## src/rtl/pwm_ramp_ctrl.sv

```systemverilog
// pwm_ramp_ctrl: sequencer for one PWM instance in the amplifier output path.
//
// Generates the PWM step strobe from a programmable prescaler, tracks the PWM period in
// lockstep with the PWM counter, accepts target-duty commands over valid/ready, and ramps
// the applied duty toward the target only at period boundaries. Mute zeroes the output at once.
//
// Ports:
//   clk          clock
//   rst          asynchronous active-high reset
//   enable       run request; low freezes sequencing and disables the PWM
//   prescale     one step every prescale+1 enabled cycles
//   cmd_valid    command offered
//   cmd_ready    command accepted when cmd_valid & cmd_ready (combinational, = ~mute)
//   cmd_duty     target duty
//   cmd_rate     ramp increment per period minus one (1..16)
//   mute         level-sensitive hard mute
//   pwm_ena      PWM enable (registered)
//   pwm_step     PWM step strobe (registered)
//   pwm_duty     applied PWM duty (registered)
//   period_done  one-cycle pulse on the edge the PWM counter wraps to 0
//   busy         high while ramping
`timescale 1ns/1ps

module pwm_ramp_ctrl #(
    parameter int unsigned N          = 8,
    parameter int unsigned PRESCALE_W = 16
) (
    input  logic                  clk,
    input  logic                  rst,
    input  logic                  enable,
    input  logic [PRESCALE_W-1:0] prescale,
    input  logic                  cmd_valid,
    output logic                  cmd_ready,
    input  logic [N-1:0]          cmd_duty,
    input  logic [3:0]            cmd_rate,
    input  logic                  mute,
    output logic                  pwm_ena,
    output logic                  pwm_step,
    output logic [N-1:0]          pwm_duty,
    output logic                  period_done,
    output logic                  busy
);

    typedef enum logic [1:0] {
        StOff,
        StRamp,
        StHold
    } state_e;

    state_e                state_q, state_d;
    logic [PRESCALE_W-1:0] pre_cnt_q, pre_cnt_d;
    logic                  step_q, step_d;
    logic [N-1:0]          step_cnt_q, step_cnt_d;
    logic                  done_q, done_d;
    logic [N-1:0]          duty_q, duty_d;
    logic [N-1:0]          target_q, target_d;
    logic [3:0]            rate_q, rate_d;
    logic                  ena_q, ena_d;

    logic                  cmd_accept;
    logic                  boundary;

    logic [N:0]            duty_ext, tgt_ext, inc, up_sum, dn_diff;
    logic [N-1:0]          ramp_duty;

    assign cmd_ready  = ~mute;
    assign cmd_accept = cmd_valid & cmd_ready;

    // The cycle in which the PWM counter sits at its last value and is about to step to 0.
    assign boundary   = step_q & (step_cnt_q == '1);

    // One ramp step toward the target, computed one bit wider so it neither wraps nor
    // overshoots; it lands exactly on the target when the remaining distance is <= rate+1.
    always_comb begin
        duty_ext  = {1'b0, duty_q};
        tgt_ext   = {1'b0, target_q};
        inc       = {{(N-3){1'b0}}, rate_q} + {{N{1'b0}}, 1'b1};
        up_sum    = duty_ext + inc;
        dn_diff   = duty_ext - tgt_ext;
        ramp_duty = duty_q;
        if (duty_q < target_q) begin
            ramp_duty = (up_sum >= tgt_ext) ? target_q : up_sum[N-1:0];
        end else if (duty_q > target_q) begin
            ramp_duty = (dn_diff <= inc) ? target_q : (duty_q - inc[N-1:0]);
        end
    end

    // Datapath next-state: prescaler, period tracker, command latch, ramp and mute.
    always_comb begin
        pre_cnt_d  = pre_cnt_q;
        step_d     = 1'b0;
        step_cnt_d = step_cnt_q;
        done_d     = 1'b0;
        duty_d     = duty_q;
        target_d   = target_q;
        rate_d     = rate_q;

        if (enable) begin
            if (pre_cnt_q == prescale) begin
                pre_cnt_d = '0;
                step_d    = 1'b1;
            end else begin
                pre_cnt_d = pre_cnt_q + PRESCALE_W'(1);
            end
        end

        // Counts every issued step, including one still in flight when enable drops,
        // because the PWM counter advances on that step too.
        if (step_q) begin
            step_cnt_d = step_cnt_q + N'(1);
        end
        if (boundary) begin
            step_cnt_d = '0;
            done_d     = 1'b1;
        end

        if (cmd_accept) begin
            target_d = cmd_duty;
            rate_d   = cmd_rate;
        end

        // Uses the registered target/rate, so a command landing on a boundary waits a period.
        if (boundary && (state_q == StRamp) && enable) begin
            duty_d = ramp_duty;
        end

        if (mute) begin
            target_d = '0;
            duty_d   = '0;
        end
    end

    // FSM next-state. Once enabled and unmuted, the state simply reflects whether the
    // duty about to be applied still differs from the target about to be held.
    always_comb begin
        state_d = state_q;
        if (mute) begin
            state_d = enable ? StHold : StOff;
        end else if (!enable) begin
            state_d = StOff;
        end else begin
            state_d = (duty_d != target_d) ? StRamp : StHold;
        end
        ena_d = (state_d != StOff);
    end

    always_ff @(posedge clk or posedge rst) begin
        if (rst) begin
            state_q <= StOff;
        end else begin
            state_q <= state_d;
        end
    end

    always_ff @(posedge clk or posedge rst) begin
        if (rst) begin
            pre_cnt_q  <= '0;
            step_q     <= 1'b0;
            step_cnt_q <= '0;
            done_q     <= 1'b0;
            duty_q     <= '0;
            target_q   <= '0;
            rate_q     <= '0;
            ena_q      <= 1'b0;
        end else begin
            pre_cnt_q  <= pre_cnt_d;
            step_q     <= step_d;
            step_cnt_q <= step_cnt_d;
            done_q     <= done_d;
            duty_q     <= duty_d;
            target_q   <= target_d;
            rate_q     <= rate_d;
            ena_q      <= ena_d;
        end
    end

    assign pwm_ena     = ena_q;
    assign pwm_step    = step_q;
    assign pwm_duty    = duty_q;
    assign period_done = done_q;
    assign busy        = (state_q == StRamp);

endmodule
```

## config.mk

```make
export PLATFORM = sky130hd
export DESIGN_NAME = pwm_ramp_ctrl
export DESIGN_NICKNAME = d
export VERILOG_FILES = /design/src/rtl/pwm_ramp_ctrl.sv
export SDC_FILE = /design/constraint.sdc
export NUM_CORES = 1
export LEC_CHECK = 0
export BUFFER_PORTS_ARGS = -buffer_cell sky130_fd_sc_hd__buf_2
export CAP_MARGIN = 25
export CORE_AREA = 10 10 104 106
export CTS_CLUSTER_DIAMETER = 30
export CTS_CLUSTER_SIZE = 8
export DETAILED_ROUTE_END_ITERATION = 8
export DIE_AREA = 0 0 114 116
export GPL_TIMING_DRIVEN = 0
export MAX_ROUTING_LAYER = met4
export PLACE_DENSITY = 0.75
export SYNTH_ARGS = -nofsm -noshare
export SYNTH_HDL_FRONTEND = slang
export SYNTH_SLANG_ARGS = --single-unit
```

## constraint.sdc

```tcl
create_clock -name clk -period 4.9 [get_ports clk]
set_input_delay 0.245 -clock clk [delete_from_list [all_inputs] [get_ports clk]]
set_output_delay 0.245 -clock clk [all_outputs]
set_load 0.01 [all_outputs]
```

## After elaboration in Yosys (flattened, before gate mapping)

Index checks and enable logic that the tools add are counted.

| word-level totals | value |
|---|---|
| register bits | 49 |
| input bits | 33 |
| output and inout port bits | 13 |

| operators by class | value |
|---|---|
| equality and inequality tests | 4 |
| bitwise logic cells | 3 |
| reductions and logical operators | 4 |
| muxes and demuxes | 18 |
| add/subtract/negate cells | 6 |
| order comparisons | 4 |

Operator list:

| kind | count |
|---|---|
| $mux W8 | 10 |
| $add A16 B1 Y16 const B | 1 |
| $eq A16 B16 Y1 | 1 |
| $mux W16 | 1 |
| $add A8 B5 Y9 | 1 |
| $ge A9 B8 Y1 | 1 |
| $le A9 B5 Y1 | 1 |
| $sub A8 B8 Y9 | 1 |
| $add A8 B1 Y8 const B | 1 |
| $eq A8 B8 Y1 const B | 1 |
| $gt A8 B8 Y1 | 1 |
| $lt A8 B8 Y1 | 1 |
| $mux W2 | 4 |
| $ne A8 B8 Y1 | 1 |
| $sub A8 B5 Y8 | 1 |
| $add A4 B1 Y5 const B | 1 |
| $reduce_bool A2 Y1 | 2 |
| $mux W1 | 3 |
| $and A1 B1 Y1 | 2 |
| $eq A2 B1 Y1 const B | 1 |
| $logic_and A1 B1 Y1 | 2 |
| $not A1 Y1 | 1 |

## Longest topological paths before layout

| logic depth | value |
|---|---|
| word-level depth | 12 |
| gate-level depth with buffers | 20 |
| gate-level depth less buffers | 19 |

## Worst setup path before layout

OpenSTA, ideal clock, no wires.

| path | value |
|---|---|
| kind | register to register |
| from | reg rate_q[0] |
| to | reg state_q[0] |
| slack | 0.707 ns |
| path buffers | 1 |
| cell stages (with the launch flop) | 20 |
| data arrival time | 4.057 ns |
| clock period less this slack | 4.193 ns |
| data required time | 4.765 ns |
| cells stage by stage | dfrtp_1 ha_1 xor2_1 ha_1 clkbuf_2 o21ai_0 nor2_1 o31a_1 xor2_1 ha_1 o21a_1 o21ai_0 nand2b_1 a21oi_2 o21ai_0 a221oi_1 o221ai_1 or4b_1 nor4_2 nor3b_1 |

| on the way | value |
|---|---|
| longest elaborated chain between the ends | 11 |
| elaborated cells between the ends (all ways) | 15 |

Ends and longest elaborated chain:

| item | RTL line | RTL |
|---|---|---|
| start, declared | 57 | `logic [3:0] rate_q, rate_d;` |
| start signal, assigned | 172 | `rate_q <= rate_d;` |
| $add A4 B1 Y5 * | 77 | `inc = {{(N-3){1'b0}}, rate_q} + {{N{1'b0}}, 1'b1};` |
| $add A8 B5 Y9, or another cell as far along | 78 | `up_sum = duty_ext + inc;` |
| $ge A9 B8 Y1 / $mux W8 (equally long branches) | 82, 84 |  |
| $mux W8 (on tied branches) | 82, 83 |  |
| $mux W8 * | 81 | `if (duty_q < target_q) begin` |
| $mux W8 * | 123 | `if (boundary && (state_q == StRamp) && enable) begin` |
| $mux W8 * | 127 | `if (mute) begin` |
| $ne A8 B8 Y1 * | 142 | `state_d = (duty_d != target_d) ? StRamp : StHold;` |
| $mux W2 * | 142 |  |
| $mux W2 * | 139 | `end else if (!enable) begin` |
| $mux W2 * | 137 | `if (mute) begin` |
| net state_d[0] | 50 | `state_e state_q, state_d;` |
| end signal, assigned | 149 | `state_q <= StOff;` |
| end signal, assigned | 151 | `state_q <= state_d;` |
| end, declared | 50 |  |

The timed path passes the listed nets; every way through them passes the cells marked *.
A chain may end at the register's enable or synchronous reset.

## Worst setup path after layout

Ends and elaborated chain as after synthesis.

==> results.json <==
{
  "status": "completed",
  "crit_fanout": 8,
  "htree_levels": 2,
  "synth_area_per_cell_sq_um": 8.753,
  "crit_type": "reg -> reg",
  "num_rows": 34,
  "worst_slew_pin_slew_ps": 855.1,
  "synth_top_area_frac": 0.2853,
  "setup_tns_ps": 0,
  "fin_crit_sh": 0.9687,
  "cap_viol_max_count": 0,
  "worstPathArrival_ps": 4930,
  "synth_top_area_cell": "dfrtp_1",
  "ant_nets": 0,
  "syn-num-nets": 562,
  "cts_tree": "done",
  "wire_per_inst_um": 18.83,
  "grt_pass1_wl_um": 19790,
  "drtPass1Iterations": 5,
  "fmax_mhz": 210.7,
  "grt_usage": 0.1864,
  "final-setup-viol-count": 0,
  "grt_max_degree": 42,
  "gp_congestion": 1.003,
  "total_power_mw": 1.218,
  "syn_inst": 491,
  "die_area_sq_um": 13220,
  "dp.cells": 644,
  "vdd_drop_max_mv": 0.1673,
  "grt-ovfl-total": 0,
  "synth-edff-count": 0,
  "core-area_sq_um": 8678,
  "fin_crit_ps": 4747,
  "drt_iter0_drc": 271,
  "hp-class": "in -> reg",
  "antenna_found_initial": 0,
  "slew_headroom": 0.4280,
  "antenna_cells_inserted": 0,
  "synth_seq_cells": 49,
  "leakagePower_nw": 2.187,
  "ys_async_sr_fraction": 1.000,
  "hold_viol_final": 0,
  "layout-drive-gt1-share": 0.1957,
  "dieWidth_um": 114,
  "post-dp-hpwl_um": 9666,
  "initial_core_util": 0.4952,
  "cts_buffers": 5,
  "drc": 0,
  "layoutNonFillerInstCount": 660,
  "fillers": 829,
  "grt_pass1_vias": 3898,
  "synth.cell_area_sq_um": 4298,
  "clockBufferDepth": 2,
  "synth.yosys.seq_area_share": 0.2853,
  "clock_sink_count": 49,
  "synth.distinct_cells": 78,
  "drt_wl_total_um": 12430,
  "clock_skew_ps": 9.618,
  "synth.most_common_cell": "dfrtp_1",
  "synth.area.top_cells": "dfrtp_1, ha_1, xnor2_1",
  "synthFlopType": "dfrtp_1",
  "viasPerCell": 6.129,
  "io_pins": 46,
  "numPortBuffers": 43,
  "clkSlewWorstSetupHoldPaths_ps": 100,
  "clk_latency_ps": 310,
  "dieHeight_um": 116,
  "powerDensity_nw_per_um2": 247.1,
  "final_nets": 622,
  "area_growth_pct": 14.67,
  "num_vias": 4045,
  "yosysWarnings": 0,
  "synth_commonest_cells": "dfrtp_1, nor2_1, ha_1",
  "critPathCaptureType": "register",
  "critPathRequiredTime_ps": 5080,
  "cts_root_buffer": "clkbuf_8",
  "drv_slew": 0,
  "startpoint_type": "register"
}
[state kept, by name, indices dropped and copies added, names as in the netlist]
name         count
pre_cnt_q       16
pwm_duty         8
step_cnt_q       8
target_q         8
rate_q           4
state_q          2
period_done      1
pwm_ena          1
pwm_step         1
[through the flow]
| step | hold slack (ps) | utilization | cell area (sq um) | setup WS, ps |
|---|---|---|---|---|
| 2_1_floorplan | 342.6 | - | 4298 | 707.3 |
| 3_3_place_gp | 469.2 | 0.5356 | 4648 | 136.3 |
| 3_5_place_dp | 171.7 | 0.5384 | 4672 | 28.07 |
| 4_1_cts | 162.4 | 0.5499 | 4772 | 18.53 |
| 5_1_grt | 175.3 | 0.5679 | 4928 | -82.31 |
| 6_report | 161.2 | 0.5679 | 4928 | 153.4 |
[timing repair]
action / CTS / global route
setup buffers: 0 / 7
hold buffers: 1 / 0
gates resized for setup: 0 / 28
endpoints found under the hold margin: 8 / 0
endpoints found under the setup margin: 0 / 2
[per-layer routing]
layer | wire length [um] | up-vias | global-route usage | share of wire
met3 | 696 | 10 | 0.02274 | 0.056
li1 | - | 1925 | - | -
met4 | 121 | 0 | 0.03509 | 0.0097
met5 | 0 | - | - | 0
met2 | 5689 | 144 | 0.2813 | 0.46
met1 | 5921 | 1966 | 0.2630 | 0.48
[power by group]
group          internal [mW]  switching, mW  leakage, nW
sequential             0.437         0.0422        0.653
clock                  0.102          0.143       0.0445
combinational          0.200          0.295         1.49
[worst max-delay path, cell delays in order, from the launching register on]
cell and delay, ps:
dfrtp_1 410, ha_2 200, xor2_1 150, ha_1 280, buf_4 140, o21ai_1 70
nor2_1 180, o31a_1 290, nand3_2 150, xnor2_2 180, ha_2 220, nor3_1 150
nand2_1 120, a31o_2 270, a21oi_4 240, o21ai_0 130, a221oi_2 290, o221ai_1 150
or4b_4 570, nor4_4 320, nor3b_1 90
[cell usage in the layout, fill, tap and decap left out, types with 5 or more instances in the layout]
cell       n
nor2_1    48
dfrtp_1   48
buf_2     46
ha_1      33
nand2_1   29
xnor2_1   28
inv_1     26
o21ai_0   23
nand3_1   19
nand4_1   16
a21oi_1   16
xor2_1    15
clkbuf_1  10
nor3_1    10
mux2i_1   10
nand2b_1   8
buf_4      8
o21a_1     8
a211oi_1   7
o211ai_1   6
and2_1     5
and3_1     5
a31oi_1    5
clkbuf_8   5
[area by class of cell]
type | instances | area (sq um) | share of cell area
plain buffers | 15 | 71.32 | 0.01447
clock buffers | 5 | 68.82 | 0.01396
clock inverters | 3 | 21.27 | 0.004316
inverters | 27 | 101.3 | 0.02056
multi-input cells | 400 | 3002 | 0.6090
flip-flops and latches | 49 | 1227 | 0.2490
well taps | 108 | 135.1 | 0.02742
repair buffers | 53 | 301.5 | 0.06118
[cells by family after synthesis]
logic type	after synthesis	share of synthesized area
AO/OA/AOI/OAI	131	0.2183
XOR/XNOR	45	0.09345
adder cells (fa/ha/maj)	38	0.1159
buffers and inverters	42	0.03959
flip-flops	49	0.2853
multiplexers	14	0.03377
AND/OR/NAND/NOR	172	0.2137
[final timing paths]
kind | start | cells past startpoint | slack, ps | endpoint
max | rate_q[0] | 20 | 150 | state_q[0]
min | cmd_rate[0] | 3 | 160 | rate_q[0]
max reg2reg | rate_q[0] | 20 | 150 | state_q[0]
min reg2reg | step_cnt_q[7] | 1 | 500 | step_cnt_q[7]
max in group asynchronous | rst | 4 | 4030 | rate_q[0]
min in group asynchronous | rst | 3 | 390 | step_cnt_q[3]
Note: power is estimated with default switching activity, not from simulation.
